### src/rtl/uart_fpga_rx_os_fifo.sv
// 16x oversampled UART receiver with majority-vote bit recovery and a show-ahead receive FIFO.
// Define UART_RX_BREAK_DETECT_EN to drop break frames and pulse OUT_RX_BREAK instead.
module uart_fpga_rx_os_fifo #(
    parameter int DATA_BITS  = 8,
    parameter int PARITY     = 1,
    parameter int STOP_BITS  = 1,
    parameter int FIFO_DEPTH = 16,
    parameter int DIV_WIDTH  = 16
) (
    input  logic                          IN_CLOCK,
    input  logic                          IN_RESET_N,
    input  logic                          IN_RX_SERIAL,
    input  logic [DIV_WIDTH-1:0]          IN_BAUD_DIV,
    output logic [DATA_BITS-1:0]          OUT_RX_DATA,
    output logic                          OUT_RX_PARITY_ERR,
    output logic                          OUT_RX_FRAME_ERR,
    output logic                          OUT_RX_VALID,
    input  logic                          IN_RX_READY,
    output logic [$clog2(FIFO_DEPTH):0]   OUT_RX_LEVEL,
    output logic                          OUT_RX_OVERRUN,
    output logic                          OUT_RX_BREAK
);

    localparam int AW = $clog2(FIFO_DEPTH);
    localparam int LW = AW + 1;
    localparam int WW = DATA_BITS + 2;
    localparam logic [3:0]    LAST_DATA = 4'(DATA_BITS - 1);
    localparam logic [3:0]    LAST_STOP = 4'(STOP_BITS - 1);
    localparam logic [LW-1:0] FULL_LVL  = LW'(FIFO_DEPTH);
`ifdef UART_RX_BREAK_DETECT_EN
    localparam bit BRK_EN = 1'b1;
`else
    localparam bit BRK_EN = 1'b0;
`endif

    typedef enum logic [2:0] {
        ST_IDLE, ST_START, ST_DATA, ST_PARITY, ST_STOP, ST_LINE_WAIT
    } state_t;

    state_t                 state_q, state_d;
    logic                   rx_meta, rx_sync;
    logic [DIV_WIDTH-1:0]   div_q, tick_cnt;
    logic [3:0]             s_cnt, bit_cnt;
    logic                   samp7, samp8, line_hi;
    logic                   perr_q, ferr_q, pbit_q;
    logic [DATA_BITS-1:0]   shreg;
    logic                   push_q, overrun_q, brk_q;
    logic [WW-1:0]          push_word;
    logic [WW-1:0]          mem [FIFO_DEPTH];
    logic [AW-1:0]          rd_ptr, wr_ptr;
    logic [LW-1:0]          count;
    logic                   tick, dec_tick, end_tick, maj, ferr_now, is_break;
    logic                   push_now, brk_now, pop, full, wr_en;
    logic [WW-1:0]          head;

    always_ff @(posedge IN_CLOCK or negedge IN_RESET_N) begin
        if (!IN_RESET_N) begin
            rx_meta <= 1'b1;
            rx_sync <= 1'b1;
        end else begin
            rx_meta <= IN_RX_SERIAL;
            rx_sync <= rx_meta;
        end
    end

    assign tick     = (state_q != ST_IDLE) && (tick_cnt == div_q);
    assign dec_tick = tick && (s_cnt == 4'd9);
    assign end_tick = tick && (s_cnt == 4'd15);
    assign maj      = (samp7 & samp8) | (samp7 & rx_sync) | (samp8 & rx_sync);
    assign ferr_now = ferr_q | ~maj;
    assign is_break = (shreg == '0) && !pbit_q && ferr_now;

    always_ff @(posedge IN_CLOCK or negedge IN_RESET_N) begin
        if (!IN_RESET_N) state_q <= ST_IDLE;
        else             state_q <= state_d;
    end

    always_comb begin
        state_d  = state_q;
        push_now = 1'b0;
        brk_now  = 1'b0;
        case (state_q)
            ST_IDLE:      if (!rx_sync) state_d = ST_START;
            ST_START: begin
                if (dec_tick && maj) state_d = ST_IDLE;
                else if (end_tick)   state_d = ST_DATA;
            end
            ST_DATA:      if (end_tick && bit_cnt == LAST_DATA)
                              state_d = (PARITY == 0) ? ST_STOP : ST_PARITY;
            ST_PARITY:    if (end_tick) state_d = ST_STOP;
            ST_STOP: begin
                // The frame completes on the last stop decision so a new start edge is caught early.
                if (dec_tick && bit_cnt == LAST_STOP) begin
                    if (BRK_EN && is_break) begin
                        brk_now = 1'b1;
                        state_d = ST_LINE_WAIT;
                    end else begin
                        push_now = 1'b1;
                        state_d  = ferr_now ? ST_LINE_WAIT : ST_IDLE;
                    end
                end
            end
            ST_LINE_WAIT: if (tick && line_hi && rx_sync) state_d = ST_IDLE;
            default:      state_d = ST_IDLE;
        endcase
    end

    always_ff @(posedge IN_CLOCK or negedge IN_RESET_N) begin
        if (!IN_RESET_N) begin
            tick_cnt <= '0;
            s_cnt    <= '0;
            div_q    <= '0;
        end else if (state_q == ST_IDLE) begin
            tick_cnt <= '0;
            s_cnt    <= '0;
            if (!rx_sync) div_q <= IN_BAUD_DIV;
        end else if (tick) begin
            tick_cnt <= '0;
            s_cnt    <= s_cnt + 4'd1;
        end else begin
            tick_cnt <= tick_cnt + DIV_WIDTH'(1);
        end
    end

    always_ff @(posedge IN_CLOCK or negedge IN_RESET_N) begin
        if (!IN_RESET_N) begin
            bit_cnt <= '0;
            samp7   <= 1'b1;
            samp8   <= 1'b1;
            line_hi <= 1'b0;
            perr_q  <= 1'b0;
            ferr_q  <= 1'b0;
            pbit_q  <= 1'b0;
            push_q  <= 1'b0;
            brk_q   <= 1'b0;
        end else begin
            push_q <= push_now;
            brk_q  <= brk_now;
            if (state_q != state_d) bit_cnt <= '0;
            else if (end_tick)      bit_cnt <= bit_cnt + 4'd1;
            if (tick && s_cnt == 4'd7) samp7 <= rx_sync;
            if (tick && s_cnt == 4'd8) samp8 <= rx_sync;
            if (state_q != ST_LINE_WAIT) line_hi <= 1'b0;
            else if (!rx_sync)           line_hi <= 1'b0;
            else if (tick)               line_hi <= 1'b1;
            if (state_q == ST_IDLE) begin
                perr_q <= 1'b0;
                ferr_q <= 1'b0;
                pbit_q <= 1'b0;
            end else if (state_q == ST_PARITY && dec_tick) begin
                pbit_q <= maj;
                perr_q <= (PARITY == 2) ? ~(^shreg ^ maj) : (^shreg ^ maj);
            end else if (state_q == ST_STOP && dec_tick && !maj) begin
                ferr_q <= 1'b1;
            end
        end
    end

    always_ff @(posedge IN_CLOCK) begin
        if (state_q == ST_DATA && dec_tick) shreg <= {maj, shreg[DATA_BITS-1:1]};
        if (push_now) push_word <= {shreg, perr_q, ferr_now};
    end

    // Receive FIFO: a push arriving when full is only accepted if the head leaves the same cycle.
    assign pop   = OUT_RX_VALID & IN_RX_READY;
    assign full  = (count == FULL_LVL);
    assign wr_en = push_q & (~full | pop);

    always_ff @(posedge IN_CLOCK or negedge IN_RESET_N) begin
        if (!IN_RESET_N) begin
            rd_ptr    <= '0;
            wr_ptr    <= '0;
            count     <= '0;
            overrun_q <= 1'b0;
        end else begin
            overrun_q <= push_q & full & ~pop;
            if (wr_en) wr_ptr <= wr_ptr + AW'(1);
            if (pop)   rd_ptr <= rd_ptr + AW'(1);
            case ({wr_en, pop})
                2'b10:   count <= count + LW'(1);
                2'b01:   count <= count - LW'(1);
                default: count <= count;
            endcase
        end
    end

    always_ff @(posedge IN_CLOCK) begin
        if (wr_en) mem[wr_ptr] <= push_word;
    end

    assign head              = mem[rd_ptr];
    assign OUT_RX_VALID      = (count != '0);
    assign OUT_RX_DATA       = OUT_RX_VALID ? head[WW-1:2] : '0;
    assign OUT_RX_PARITY_ERR = OUT_RX_VALID & head[1];
    assign OUT_RX_FRAME_ERR  = OUT_RX_VALID & head[0];
    assign OUT_RX_LEVEL      = count;
    assign OUT_RX_OVERRUN    = overrun_q;
    assign OUT_RX_BREAK      = brk_q;

endmodule
### config.mk
export PLATFORM = sky130hd
export DESIGN_NAME = uart_fpga_rx_os_fifo
export DESIGN_NICKNAME = d
export VERILOG_FILES = /design/src/rtl/uart_fpga_rx_os_fifo.sv
export SDC_FILE = /design/constraint.sdc
export NUM_CORES = 1
export LEC_CHECK = 0
export ABC_AREA = 1
export CAP_MARGIN = 20
export CELL_PAD_IN_SITES_DETAIL_PLACEMENT = 1
export CELL_PAD_IN_SITES_GLOBAL_PLACEMENT = 1
export CORE_ASPECT_RATIO = 0.7
export CORE_MARGIN = 5
export CORE_UTILIZATION = 49
export DETAILED_ROUTE_END_ITERATION = 12
export PLACE_DENSITY_LB_ADDON = 0.08
export SETUP_SLACK_MARGIN = 0.02
export SLEW_MARGIN = 20
export SYNTH_ARGS = -nofsm -noshare
export SYNTH_HDL_FRONTEND = slang
export SYNTH_SLANG_ARGS = --single-unit
### constraint.sdc
create_clock -name IN_CLOCK -period 2.73 [get_ports IN_CLOCK]
set_input_delay 0.819 -clock IN_CLOCK [delete_from_list [all_inputs] [get_ports IN_CLOCK]]
set_output_delay 0.819 -clock IN_CLOCK [all_outputs]
set_load 0.03 [all_outputs]
==> metrics, run 1 <==
maximum vdd drop 0.5557 mV; die width 185.4 µm; status finished with violations; TNS Setup -3.880 ns; Area Growth Syn to Fin 25.17%; largest area contributor in the netlist edfxtp_1; Worst Skew 0.01563 ns; Final Hold Viols 0; Final GP Congestion 0.7760; Seq cells post-synth 243; Slew Limit Fails 0; Mapped Cells about 960; clk buf depth 3; flop-to-flop setup slack 0.25 ns; sequential share of the synthesized area 66.15%; Worst Setup Start Kind flop; slew of the pin with the lowest slew margin 0.6809 ns; synth unique cells 43; netlist area before placement 0.01055 mm²; PwrDens between 900 and 1000 mW/mm²; Max Freq about 0.32 GHz; Critical Path RT 1.91 ns; Root Driver clkbuf_16; GRT overflow 0; Syn Area/Cell 11.03 µm²; Synth Warn # 0; clk_lat worst skew ~0.52 ns; Post-DRT Antenna Nets 0; ant diodes 0; # clock sinks 243; Pleak 0.004670 µW; core area 0.02098 mm²; dominant cells by area after synthesis edfxtp_1 (51%), dfrtp_1 (14%), nor2_1 (5.8%), o21ai_0 (4.7%), nand2_1 (4.1%); PnR worst setup slack -0.4411 ns; Pwr Total ~13000 µW; mean routed wirelength per cell 23.86 µm; syn nets 992; Worst Hold Class primary input to asynchronous set/reset pin; Initial Util between 50% and 60%; slew margin rel. 54.61%; Routed WL roughly 32000 µm; GR Util All Layers 25.37%; number of global-route vias before repair ~8100; Nets approximately 1100; DR vias 7907; Top Ports 38; Reg-to-Reg Start OUT_RX_LEVEL[3]; final HPWL from detailed placement ~18000 µm; crit share post-route 116.2%; commonest non-fill, non-tap cells in the layout edfxtp_1 (178), nor2_1 (151), nand2_1 (115); initial DRC count slightly above 800; failing checks setup timing; global-route wire length before repair 48010 µm; final setup fails 10; # rows 44; Num CTS Buffers 24; largest net degree at the start of global routing 35; Reg2Reg Depth 14; PortBufs 36; CTS tree built; r2r endpoint OUT_RX_LEVEL[4]; CTS hold repair buffers 0; Reg clk slew, reported paths 0.07 ns; area share of the largest cell type after synthesis approximately half; minimum clock period 3.171 ns; H-tree depth 1; drt via density 5.835; crit path max fanout 7; commonest non-fill, non-tap cell in the layout edfxtp_1; arrival time at the worst endpoint 2.35 ns; initial antenna violation count 0; die span in y between 100 and 150 µm; drt pass-1 iters 5; Max Cap Viol 0; fraction of layout cells with a size suffix above 1 between 20 and 25%; DR DRC count 0; kind of critical path flop to output pin; crit path capture type output pin; RSZ-0062 raised after global routing true; DIE AREA 0.02460 mm²
-- flip-flops by register name, summed over array words and instances (netlist names), 3 cells and up --
signal,count
bit_cnt,4
wr_ptr,4
OUT_RX_LEVEL,5
s_cnt,4
div_q,16
push_word,10
tick_cnt,16
shreg,8
mem,160
rd_ptr,4
state_q,3
-- worst max-delay path by stage --
stage,slack [ns],from,end,cells past startpoint
2_1_floorplan,0.07,OUT_RX_LEVEL[1],OUT_RX_LEVEL[4],15
3_3_place_gp,-0.20,IN_RX_READY,OUT_RX_LEVEL[4],13
4_1_cts,-0.40,rd_ptr[0],OUT_RX_DATA[4],10
5_1_grt,-0.54,rd_ptr[0],OUT_RX_DATA[5],8
3_5_place_dp,-0.27,IN_RX_READY,OUT_RX_LEVEL[4],13
6_report,-0.44,rd_ptr[0],OUT_RX_DATA[5],8
-- area by class of cell --
| cell class | instances | area, µm² |
|---|---|---|
| well taps | 276 | 345.3 |
| fillers | 2121 | 7774 |
| clock buffers | 33 | 695.7 |
| inverters | 93 | 356.6 |
| clock inverters | 11 | 88.84 |
| repair buffers | 116 | 1358 |
| flip-flops and latches | 243 | 6979 |
| multi-input cells | 583 | 3378 |
-- through the flow --
stage	hold WS [ns]	cell area, µm²	util (%)	instances	worst slack (ns)
finish	0.2659	13200	62.94	1355	-0.4411
global route	0.2880	13200	62.94	1355	-0.5380
CTS	0.2631	12930	61.66	1350	-0.3958
detailed placement	0.3473	11520	54.94	1282	-0.2653
global placement	0.3462	11520	54.94	1282	-0.2030
floorplan	0.3452	10550	-	956	0.07340
-- critical path, stage by stage, from the launching register on --
cell      delay, ns
dfrtp_2        0.48
buf_12         0.18
buf_16         0.14
buf_12         0.11
o21ai_0        0.15
o221ai_2       0.28
nand3_1        0.13
a21oi_1        0.17
buf_4          0.18
-- timing repair --
action | in CTS | in global routing
endpoints found under the setup margin | 11 | 14
endpoints found under the hold margin | 0 | 0
buffers inserted | 15 | 8
gates resized for setup | 66 | 80
pin swaps | 37 | 50
gates cloned | 9 | 2
-- synthesized netlist by cell type, drive strengths merged --
cell and n:
dfrtp 61, a31oi 3, o211a 1, nand2 122
nor3 8, o211ai 2, nand3 31, or2 1
maj3 1, nor4 3, ha 15, clkbuf 32
nand4 11, conb 1, nor2 177, clkinv 3
o21ai 100, a21oi 35, a211oi 1, mux2 1
fa 1, dfstp 4, inv 90, xor2 16
o221ai 28, a32o 1, o31ai 2, edfxtp 178
o22ai 13, xnor2 9, buf 5
-- power by group --
part / switching [µW] / internal [µW]
Clock: 1460 / 1880
Sequential: 145 / 4040
Combinational: 2880 / 2110
-- cells by family after synthesis --
group	share of synthesized area [%]
adders and majority gates	2.064
other	0.03556
and+or+nand+nor	14.63
xor gates and xnor gates	2.076
muxes	0.1068
buffers and inverters	4.710
AOI/OAI and AO/OA	10.23
DFF	66.15
-- routing by layer --
metal | vias up | wire length [µm] | global-route usage, %
met2 | 349 | 14700 | 38.98
met4 | 0 | 643 | 4.849
li1 | 3508 | - | -
met5 | - | 0 | 0
met3 | 53 | 2620 | 3.841
met1 | 3997 | 14360 | 38.83
(Power assumes the default switching activity.)
==> run 2: changes to the inputs <==
Settings changed: PLACE_DENSITY from default to 0.91, PLACE_DENSITY_LB_ADDON 0.08 to default.
==> metrics, run 2 (synthesized netlist as in run 1, its figures left out) <==
crit path capture type output pin; DR DRC count 0; DIE AREA roughly 0.025 mm²; PwrDens between 900 and 1000 mW/mm²; Final Cell Area 0.01335 mm²; clk buf depth 3; final setup fails 12; mean routed wirelength per cell roughly 31 µm; flop-to-flop setup slack -0.06 ns; status finished with violations; final HPWL from detailed placement 21000 µm; crit share post-route 121.4%; Reg clk slew, reported paths 0.07 ns; kind of critical path flop to output pin; CTS hold repair buffers 0; Hold WS 0.2494 ns; GRT overflow 0; most flop-heavy register mem; initial antenna violation count 0; CTS tree built; slew of the pin with the lowest slew margin ~0.97 ns; clk_lat worst skew 0.55 ns; initial DRC count 1332; # clock sinks ~240; minimum clock period 3.315 ns; die width 185.4 µm; Max Freq 0.3017 GHz; commonest non-fill, non-tap cells in the layout edfxtp_1 (178), nor2_1 (144), nand2_1 (114); Fillers 2110; FF+latch area 0.006980 mm²; Num CTS Buffers 24; Slew Limit Fails 0; DR vias roughly 9000; H-tree depth 1; sequential power share between 30% and 40%; Combinational Power Share 40.6%; commonest non-fill, non-tap cell in the layout edfxtp_1; failing checks setup timing; Final GP Congestion 0.8712; DP Area 0.01156 mm²; Root Driver clkbuf_16; core area 0.02098 mm²; Max Cap Viol 0; Pleak 0.004728 µW; top flop regs mem (160), div_q (16), tick_cnt (16); Multi-input gate area 0.003396 mm²; slew margin rel. a little over a third; Critical Path RT about 1.9 ns; PortBufs 36; die span in y 132.7 µm; largest net degree at the start of global routing 32; TNS Setup -4.290 ns; Switching Share 37.22%; crit path max fanout 8; sw power around 4900 µW; Initial Util 50.28%; drt pass-1 iters 5; ant diodes 0; clock share of power 27.1%; RSZ-0062 raised after global routing true; Top Ports 38; Worst Skew about 0.038 ns; Worst Hold Class primary input to asynchronous set/reset pin; Largest register FFs 160; maximum vdd drop 0.4898 mV; Nets 1113; fraction of layout cells with a size suffix above 1 23.11%; Final Hold Viols 0; GR Util All Layers between 20 and 30%; # rows 44; Area Growth Syn to Fin 26.54%; internal power 8217 µW; PnR worst setup slack -0.5845 ns; arrival time at the worst endpoint 2.50 ns; number of global-route vias before repair 9010; Routed WL 42120 µm; Worst Setup Start Kind flop; drt via density 6.573; Post-DRT Antenna Nets 0; global-route wire length before repair approximately 55000 µm
-- run 2: cell count changes in the layout (fill, tap and decap cells not counted), moves of 6 or more --
cell	change
clkinv_2	-6
nor2_2	+6
buf_4	+18
nor2_1	-7
-- run 2: what timing repair did --
action,4_1_cts,5_1_grt
setup buffers,11,14
endpoints found under the hold margin,0,0
setup endpoints to repair,12,17
cloned,4,7
pin swaps,34,42
resized for setup,67,93
-- run 2: power by group through the flow --
stage / clock (µW) / sequential [µW] / combinational, µW
floorplan: 0 / 4280 / 1770
global placement: 0 / 4220 / 2990
detailed placement: 0 / 4230 / 3200
CTS: 3440 / 4190 / 4020
global route: 3700 / 4240 / 5410
finish: 3540 / 4240 / 5310
-- run 2: through the flow --
| step | total power (µW) | std cells | worst slack (ns) | utilization [%] |
|---|---|---|---|---|
| after global routing | 13350 | 1371 | -0.5471 | 63.62 |
| after global placement | 7217 | 1292 | -0.1441 | 55.09 |
| after CTS | 11650 | 1351 | -0.3759 | 60.84 |
| after detailed placement | 7437 | 1292 | -0.2962 | 55.09 |
| final | 13090 | 1371 | -0.5845 | 63.62 |
| after floorplan | 6055 | 956 | 0.07340 | - |
-- run 2: path summary, 6_finish.rpt --
path / from / end / cells past startpoint
max in group asynchronous: IN_RESET_N / OUT_RX_LEVEL[3] / 2
hold / removal: IN_RESET_N / div_q[12] / 1
hold reg to reg: rx_meta / rx_sync / 0
min in group IN_CLOCK: rx_meta / rx_sync / 0
setup reg to reg: OUT_RX_LEVEL[1] / OUT_RX_LEVEL[3] / 14
setup / recovery: rd_ptr[0] / OUT_RX_DATA[3] / 8
-- run 2: per-layer routing --
layer  global-route usage, %  share of wire (%)  wire length (µm)
met1                   37.57                 35             14730
met2                   49.96                 47             19680
met3                   5.432                 11              4638
met4                   13.69                7.3              3078
met5                       0                  0                 0
-- run 2: layout make-up --
class	count	share of cell area, %
sequential	243	52.31
multi-input combinational	583	25.45
timing repair buffer	132	10.83
clock buffer	35	5.110
inverter	93	2.747
tap	276	2.588
clock inverter	9	0.9751
-- run 2: worst max-delay path, stage by stage, from the launching register on --
cell,delay [ns]
dfrtp_2,0.51
inv_8,0.16
buf_8,0.16
buf_4,0.12
o21ai_0,0.09
o22ai_1,0.32
o21ai_1,0.15
a21oi_2,0.27
buf_6,0.17
